**config.mk**
```make
export PLATFORM = sky130hd
export DESIGN_NAME = hilo_unit
export DESIGN_NICKNAME = d
export VERILOG_FILES = /design/src/rtl/hilo_unit.sv
export SDC_FILE = /design/constraint.sdc
export NUM_CORES = 2
export LEC_CHECK = 0
export CAP_MARGIN = 20
export CELL_PAD_IN_SITES_DETAIL_PLACEMENT = 1
export CELL_PAD_IN_SITES_GLOBAL_PLACEMENT = 2
export CORE_ASPECT_RATIO = 1.2
export CORE_MARGIN = 2
export CORE_UTILIZATION = 37
export DETAILED_ROUTE_END_ITERATION = 7
export PLACE_DENSITY = 0.87
export SLEW_MARGIN = 10
export SYNTH_ARGS = -nofsm -noshare
export SYNTH_HDL_FRONTEND = slang
export SYNTH_SLANG_ARGS = --single-unit
export TNS_END_PERCENT = 10
```
**constraint.sdc**
```tcl
create_clock -name clk -period 3.7 [get_ports clk]
set_input_delay 0.74 -clock clk [delete_from_list [all_inputs] [get_ports clk]]
set_output_delay 0.74 -clock clk [all_outputs]
set_load 0.02 [all_outputs]
```
**src/rtl/hilo_unit.sv**
```systemverilog
// hilo_unit: execute-stage multiply/divide unit owning the HI/LO registers.
// mul/mad/mt retire in one cycle; div is a 32-step restoring divider plus a
// single sign-fixup cycle, with busy covering the whole 33-cycle window.
module hilo_unit (
  input  logic        clk,
  input  logic        reset_n,
  input  logic        start,
  input  logic [2:0]  hilo_op,
  input  logic        unsgn,
  input  logic [31:0] a,
  input  logic [31:0] b,
  output logic [31:0] hi,
  output logic [31:0] lo,
  output logic        busy,
  output logic        done
);

  // 32 iteration cycles + 1 fixup cycle
  localparam int DIV_CYCLES = 33;

  typedef enum logic [1:0] {S_IDLE, S_ITER, S_FIX} state_e;

  state_e      state_q, state_d;
  logic [4:0]  cnt_q, cnt_d;
  logic [31:0] hi_q, hi_d, lo_q, lo_d;
  logic [31:0] rem_q, rem_d;   // partial remainder
  logic [31:0] quo_q, quo_d;   // dividend shifts out, quotient shifts in
  logic [31:0] dvs_q, dvs_d;   // divisor magnitude
  logic        qneg_q, qneg_d, rneg_q, rneg_d, dz_q, dz_d;
  logic        done_q, done_d;

  // Operand sign handling shared by multiply and divide
  logic        sa, sb;
  logic [63:0] ext_a, ext_b, prod;
  logic [31:0] abs_a, abs_b;
  logic [32:0] trial;
  logic [31:0] q_fix, r_fix;

  // Datapath helpers: product, magnitudes, one restoring step, sign fixup
  always_comb begin
    sa    = ~unsgn & a[31];
    sb    = ~unsgn & b[31];
    ext_a = {{32{sa}}, a};
    ext_b = {{32{sb}}, b};
    // Low 64 bits of the extended product are exact for both signednesses
    prod  = ext_a * ext_b;
    abs_a = sa ? (~a + 32'd1) : a;
    abs_b = sb ? (~b + 32'd1) : b;
    trial = {rem_q, quo_q[31]} - {1'b0, dvs_q};
    q_fix = qneg_q ? (~quo_q + 32'd1) : quo_q;
    r_fix = rneg_q ? (~rem_q + 32'd1) : rem_q;
  end

  // Next-state and register updates for the op sequencer
  always_comb begin
    state_d = state_q;
    cnt_d   = cnt_q;
    hi_d    = hi_q;
    lo_d    = lo_q;
    rem_d   = rem_q;
    quo_d   = quo_q;
    dvs_d   = dvs_q;
    qneg_d  = qneg_q;
    rneg_d  = rneg_q;
    dz_d    = dz_q;
    done_d  = 1'b0;
    case (state_q)
      S_IDLE: begin
        if (start) begin
          case (hilo_op[1:0])
            2'd0: {hi_d, lo_d} = prod;
            2'd1: {hi_d, lo_d} = {hi_q, lo_q} + prod;
            2'd2: begin
              if (hilo_op[2]) hi_d = a;
              else            lo_d = a;
            end
            default: begin
              state_d = S_ITER;
              cnt_d   = 5'd0;
              rem_d   = 32'd0;
              quo_d   = abs_a;
              dvs_d   = abs_b;
              qneg_d  = sa ^ sb;
              rneg_d  = sa;
              dz_d    = (b == 32'd0);
            end
          endcase
        end
      end
      S_ITER: begin
        // trial[32] set means the subtraction borrowed: restore
        rem_d = trial[32] ? {rem_q[30:0], quo_q[31]} : trial[31:0];
        quo_d = {quo_q[30:0], ~trial[32]};
        cnt_d = cnt_q + 5'd1;
        if (cnt_q == 5'(DIV_CYCLES - 2)) state_d = S_FIX;
      end
      S_FIX: begin
        // With b=0 the divider leaves |a| in rem, so the sign fix restores a
        lo_d    = dz_q ? 32'hFFFF_FFFF : q_fix;
        hi_d    = r_fix;
        done_d  = 1'b1;
        state_d = S_IDLE;
      end
      default: state_d = S_IDLE;
    endcase
  end

  // State registers, async active-low clear aborts any divide in flight
  always_ff @(posedge clk or negedge reset_n) begin
    if (!reset_n) begin
      state_q <= S_IDLE;
      cnt_q   <= '0;
      hi_q    <= '0;
      lo_q    <= '0;
      rem_q   <= '0;
      quo_q   <= '0;
      dvs_q   <= '0;
      qneg_q  <= 1'b0;
      rneg_q  <= 1'b0;
      dz_q    <= 1'b0;
      done_q  <= 1'b0;
    end else begin
      state_q <= state_d;
      cnt_q   <= cnt_d;
      hi_q    <= hi_d;
      lo_q    <= lo_d;
      rem_q   <= rem_d;
      quo_q   <= quo_d;
      dvs_q   <= dvs_d;
      qneg_q  <= qneg_d;
      rneg_q  <= rneg_d;
      dz_q    <= dz_d;
      done_q  <= done_d;
    end
  end

  assign hi   = hi_q;
  assign lo   = lo_q;
  assign busy = (state_q != S_IDLE);
  assign done = done_q;

endmodule

```
==> metrics <==
outcome=finished, violations left; failing checks=negative setup slack; critical path type=in -> reg; EDFF count, synth=0; Clock Tree Buf Depth=2; nets=8633; Worst Hold Class=in -> async; Final HPWL DP=185000 µm; fin crit period=9.88 ns; DR iter-0 viols=3460; Antenna Nets Post-Route=0; root buffer selected by CTS=clkbuf_16; # port buffers=136; Most used DFF post-synth=dfrtp_1; distinct cell type count after synthesis=76; post-synthesis cell count=6250; CTS tree=built; CTS Hold Bufs=0; Die Y=422 µm; Synth Register Bits=171; Remaining DRCs=0; Avg Inst Size Synth=8.61 µm²; RSZ-0062 raised after global routing=true; P&R area growth vs syn=28.7%; slowest cell delay on critical path=0.61 ns; Util after Layout=0.479; Largest delay share family, worst path=adder cells; slowest CP cell=fa_1; via count=48995; drt pass-1 iters=5; DP Area=64300 µm²; final-report setup violation count=60; Initial Utilization=0.372; initial antenna violation count=20; Congestion Overflow GR=0; Routed wire per std cell=25.1 µm; crit path capture type=register; CP arrival=10.27 ns; Fmax=101 MHz; Hold Violations, Final=0; worst-margin pin slew=1.21 ns; YS warnings=0; Die Wd=352 µm; clk_lat worst skew=0.49 ns; vias in the first global route=55871; vias per inst=5.40; # IOs=137; DRT Wirelength=228000 µm; # H-tree levels=4; Tcrit/Tclk final=2.67; first-pass GRT wire length=343000 µm; clock slew at reported path FFs=0.08 ns; MaxCap Viol Count=0; CORE AREA=145000 µm²; Final WS setup=-6.18 ns; max-slew violations=0; asr flop ratio synth=1.00; synthesized cell area=53800 µm²; WP buf/inv=10; peak fanout along the critical path=16; clock skew=0.0194 ns; design area=69300 µm²; CTS Sinks=171; Crit path required time=4.09 ns; total track usage=0.305; FP Rows=153; largest net degree at the start of global routing=73; syn_nets=7765; sequential cell area fraction in the yosys report=0.0795; die footprint=148000 µm²; critical path's most frequent cell=fa_1; share of post-route cells with drive strength above 1=0.234; CP Launch Type=input pin; FILL cells=16678; Max-Slew Margin vs Limit=0.196; CTS Buf Count=17; GP Congestion=0.963
[cells in the final DEF, fill, tap and decap left out, types with 165 or more instances in the layout]
master and instances:
buf_4 958, o21ai_0 205, xnor2_1 165, dfrtp_1 171, inv_1 1120, ha_1 246, nand2_1 944, fa_1 1067
a21oi_1 168, and2_1 365, nor2_1 174
[sequential cells by signal, summed over array words and instances (netlist names)]
| register | count |
|---|---|
| rem_q | 32 |
| quo_q | 32 |
| qneg_q | 1 |
| rneg_q | 1 |
| lo | 32 |
| done | 1 |
| cnt_q | 5 |
| state_q | 2 |
| dvs_q | 32 |
| dz_q | 1 |
| hi | 32 |
[stage by stage]
stage / setup TNS [ns] / setup WS, ns / hold slack (ns) / instances
detailed placement: -380.34 / -7.47 / 0.473 / 8919
global placement: -373.97 / -7.23 / 0.463 / 8919
finish: -292.25 / -6.18 / 0.261 / 9079
global route: -309.90 / -6.49 / 0.315 / 9070
floorplan: -283.82 / -6.00 / 0.444 / 6250
CTS: -301.41 / -5.81 / 0.289 / 9053
[Yosys cell counts, types with 6 or more instances]
master	n	area [µm²]
o31a_1	6	52.6
nand2b_1	33	206
nor2b_1	30	188
and3_1	10	62.6
o2111ai_1	7	61.3
nand3_1	60	300
a21oi_1	231	1160
buf_1	64	240
ha_1	317	3970
nand2_1	964	3620
a31oi_1	41	257
a22oi_1	49	368
or4_1	19	143
and2_1	383	2400
xor2_1	95	832
nor3_1	25	125
inv_1	1163	4370
nor2_1	196	736
or3_1	19	119
a221oi_1	23	201
nor4_1	11	68.8
o211ai_1	20	150
xnor2_1	183	1600
a21boi_0	6	45.0
dfrtp_1	171	4280
o21bai_1	23	173
mux2i_1	11	110
o21ai_0	267	1340
a31o_2	6	52.6
a211oi_1	15	113
a221o_1	9	90.1
o311ai_0	26	228
o21a_1	28	210
nand4_1	36	225
or2_2	11	68.8
a21o_1	59	443
o22ai_1	26	163
fa_1	1127	22600
o21ai_1	11	55.1
o41ai_1	16	140
o31ai_1	47	353
clkbuf_1	332	1250
[final timing paths]
path	start	to	slack, ns	depth (start not counted)
setup reg to reg	lo[1]$_DFFE_PN0P_	hi[27]$_DFFE_PN0P_	-0.11	15
setup / recovery	a[7]	hi[27]$_DFFE_PN0P_	-6.18	41
hold / removal	reset_n	cnt_q[0]$_DFFE_PN0P_	0.26	1
min in group clk	dvs_q[24]$_DFFE_PN0P_	dvs_q[24]$_DFFE_PN0P_	0.49	2
hold reg to reg	dvs_q[24]$_DFFE_PN0P_	dvs_q[24]$_DFFE_PN0P_	0.49	2
max in group asynchronous	reset_n	lo[9]$_DFFE_PN0P_	2.48	2
[cell families after synthesis]
| logic type | synth area share |
|---|---|
| AOI/OAI and AO/OA | 0.113 |
| xor gates and xnor gates | 0.0456 |
| adders and majority gates | 0.493 |
| buffers and inverters | 0.109 |
| DFF | 0.0795 |
| muxes | 0.00205 |
| and+or+nand+nor | 0.157 |
[final cells by class]
type                            count  area, µm²  area share
Clock buffer                       21        460     0.00665
Inverter                         1165       4390      0.0635
Tap cell                         1937       2420      0.0350
Multi-Input combinational cell   4517      46300       0.668
Sequential cell                   171       4280      0.0618
Clock inverter                     11        173     0.00249
Antenna cell                       11       27.5    0.000397
Timing Repair Buffer             1246      11200       0.162
[per-layer routing]
layer / GRT usage / vias up / share of wire
met1: 0.375 / 25646 / 0.39
met4: 0.154 / 8 / 0.058
met3: 0.0480 / 562 / 0.064
met5: 0 / - / 0.00019
met2: 0.518 / 1701 / 0.49
li1: - / 21078 / -
[timing repair]
action | in CTS | in global routing
endpoints found under the setup margin | 95 | 96
buffers inserted | 95 | 18
gates cloned | 14 | 0
pin swaps | 273 | 114
gates resized for setup | 600 | 237
Power is left out: the tool's default activity adds up to more than one toggle a clock period on the data nets, which glitch-free logic cannot reach.
==> edit (same flow settings) <==
Make the reset (`reset_n`) synchronous in one clocked block. Comments in the files are not updated.
--- a/src/rtl/hilo_unit.sv
+++ b/src/rtl/hilo_unit.sv
@@ -106,7 +106,7 @@
   end
 
   // State registers, async active-low clear aborts any divide in flight
-  always_ff @(posedge clk or negedge reset_n) begin
+  always_ff @(posedge clk) begin
     if (!reset_n) begin
       state_q <= S_IDLE;
       cnt_q   <= '0;
Function: changed (Yosys sat finds a counterexample within 4 cycles, from zero or initial values and one cycle with reset_n low; the reset may be asserted at any time).
==> edit against the original RTL <==
  * Die area up 0.38%
  * Count of clock-buffer cells in the layout down 4
  * Clock skew fell by 0.0015 ns
  * Maximum frequency about the same
  * Final area up 2.0%
  * Wire length is 4.7% higher
  * First-iteration DRC count shrank 3.4%
  * Sequential cell count unchanged
  * Utilization rose by 0.91 points
  * Area after synthesis up 0.38%
  * Register-to-register slack better by 0.19 ns
  * Setup slack got worse by 0.0034 ns
  * The run still ends with negative setup slack left
Power is left out: the tool's default activity adds up to more than one toggle a clock period on the data nets, which glitch-free logic cannot reach.
==> edit: results (changes against the original RTL) <==
metric,value,unit,change
gr-usage-met1,37.3,%,was 37.5%
run_status,"finished, violations left",,unchanged
layout.nets,8804,,"was 8,633"
place_congestion,0.973,,was 0.963
syn-num-nets,7901,,"was 7,765"
clock_skew,0.0179,ns,was 0.0194 ns
dpl.cell_count,9072,,"was 8,919"
critPathMaxStageDelay,0.59,ns,was 0.61 ns
dpl.hpwl,185000,um,about the same
grt_max_degree,82,,was 73
ys_types,87,,was 76
grt_use_met3,4.75,%,was 4.80%
synthTopCellsByArea,"fa_1, inv_1, ha_1, nand2_1, dfxtp_1",,"was fa_1, inv_1, dfrtp_1, ha_1, nand2_1"
synth_compound_area_share,11.8,%,was 11.3%
synthAdderAreaFrac,49.1,%,was 49.3%
avgSynthCellArea,8.46,um2,was 8.61 um2
async_flop_share,0,%,was 100%
holdCritPathClass,reg2reg,,was in2async
synthXorXnorAreaFrac,4.27,%,was 4.56%
first_global_vias,57297,,"was 55,871"
max-clock-path-buffers,2,,unchanged
num_vias,50808,,"was 48,995"
nFillCells,16773,,"was 16,678"
antenna_found_initial,17,,was 20
synth_flop_cell,dfxtp_1,,was dfrtp_1
grt.total_usage,31.3,%,was 30.5%
place_area,65000,um2,"was 64,300 um2"
post_drt_wl_per_cell,25.8,um,was 25.1 um
synthMuxAreaShare,0.670,%,was 0.205%
synth_top_area_cell,fa_1,,unchanged
violations,negative setup slack,,unchanged
synthTopCellsByCount,"inv_1, fa_1, nand2_1, and2_1, clkbuf_1",,unchanged
finalWorstSetupSlack,-6.18,ns,about the same
port_buffers,136,,unchanged
synth-seq-area-share,6.34,%,was 7.95%
globalRouteMet2Util,53.5,%,was 51.8%
multi_input_area,47800,um2,"was 46,300 um2"
root_buffer,clkbuf_16,,unchanged
dr.pass1.iters,7,,was 5
tightest_slew,0.924,ns,was 1.21 ns
vias_per_cell,5.50,,was 5.40
fin_setup_tns,-298.44,ns,was -292.25 ns
grt_first_pass_wirelength,354000,um,"was 343,000 um"
crit_fanout,9,,was 16
drive_above_1_share,24.6,%,was 23.4%
clock_latency,0.48,ns,
cp_data_arrival_time,10.26,ns,was 10.27 ns
setup_viol,60,,unchanged
drt_iter0_drc,3342,,"was 3,460"
[edit: cell types whose count changed in the layout (fill, tap and decap cells not counted), moves of 21 or more]
cell      change
dfxtp_1     +170
dfrtp_1     -171
a222oi_1     +30
nor3_1       +22
nand2_1      -41
a22oi_1      -39
mux2i_1      +23
nor2_1       +74
buf_4        +25
ha_1         -21
a211oi_1     +26
a21oi_1      +22
o21ai_0      -77
[edit: cell type report]
class | count | share of cell area [%]
inverters | 1184 | 6.33
well taps | 1937 | 3.43
clock buffers | 17 | 0.602
flip-flops and latches | 171 | 4.85
repair buffers | 1293 | 16.9
diodes | 6 | 0.0212
clock inverters | 15 | 0.225
multi-input cells | 4622 | 67.7
[edit: critical path: cells and delay by family]
family / cells / cell delay [ns]
XOR/XNOR: 1 / 0.22
buffers and inverters: 13 / 1.77
AO/OA/AOI/OAI: 8 / 1.99
AND/OR/NAND/NOR: 5 / 0.63
adder cells (fa/ha/maj): 10 / 4.51
multiplexers: 1 / 0.33
[edit: path summary, 6_finish.rpt]
path	start	endpoint	slack, ns	depth (start not counted)
max	b[19]	hi[31]	-6.18	38
min	dvs_q[6]	dvs_q[6]	0.48	2
max reg2reg	lo[9]	hi[31]	0.08	12
min reg2reg	dvs_q[6]	dvs_q[6]	0.48	2
[edit: stage by stage]
stage | hold slack (ns) | worst slack [ns]
finish | 0.479 | -6.18
global route | 0.517 | -6.43
CTS | 0.481 | -6.11
detailed placement | 0.464 | -7.40
global placement | 0.456 | -7.22
floorplan | 0.440 | -6.06
[edit: logic make-up (layout without fill, tap and decap cells)]
group / count (synthesis) / count (layout)
compound gates: 959 / 959
xor+xnor: 261 / 261
fa+ha+maj: 1444 / 1444
buf+inv: 1594 / 2509
flops: 171 / 171
mux: 36 / 36
other cells: 0 / 6
simple gates: 1921 / 1922
[edit: metal layers]
layer | vias up | wire (um) | share of wire [%]
li1 | 21715 | - | -
met1 | 26316 | 89300 | 37
met2 | 2035 | 115000 | 48
met3 | 732 | 16400 | 6.9
met4 | 10 | 18000 | 7.5
met5 | - | 61 | 0.026
[edit: repair_timing]
| action | 4_1_cts | 5_1_grt |
|---|---|---|
| cloned | 24 | 4 |
| buffers inserted | 75 | 48 |
| pin swaps | 240 | 204 |
| endpoints found under the setup margin | 71 | 95 |
| resized for setup | 525 | 308 |
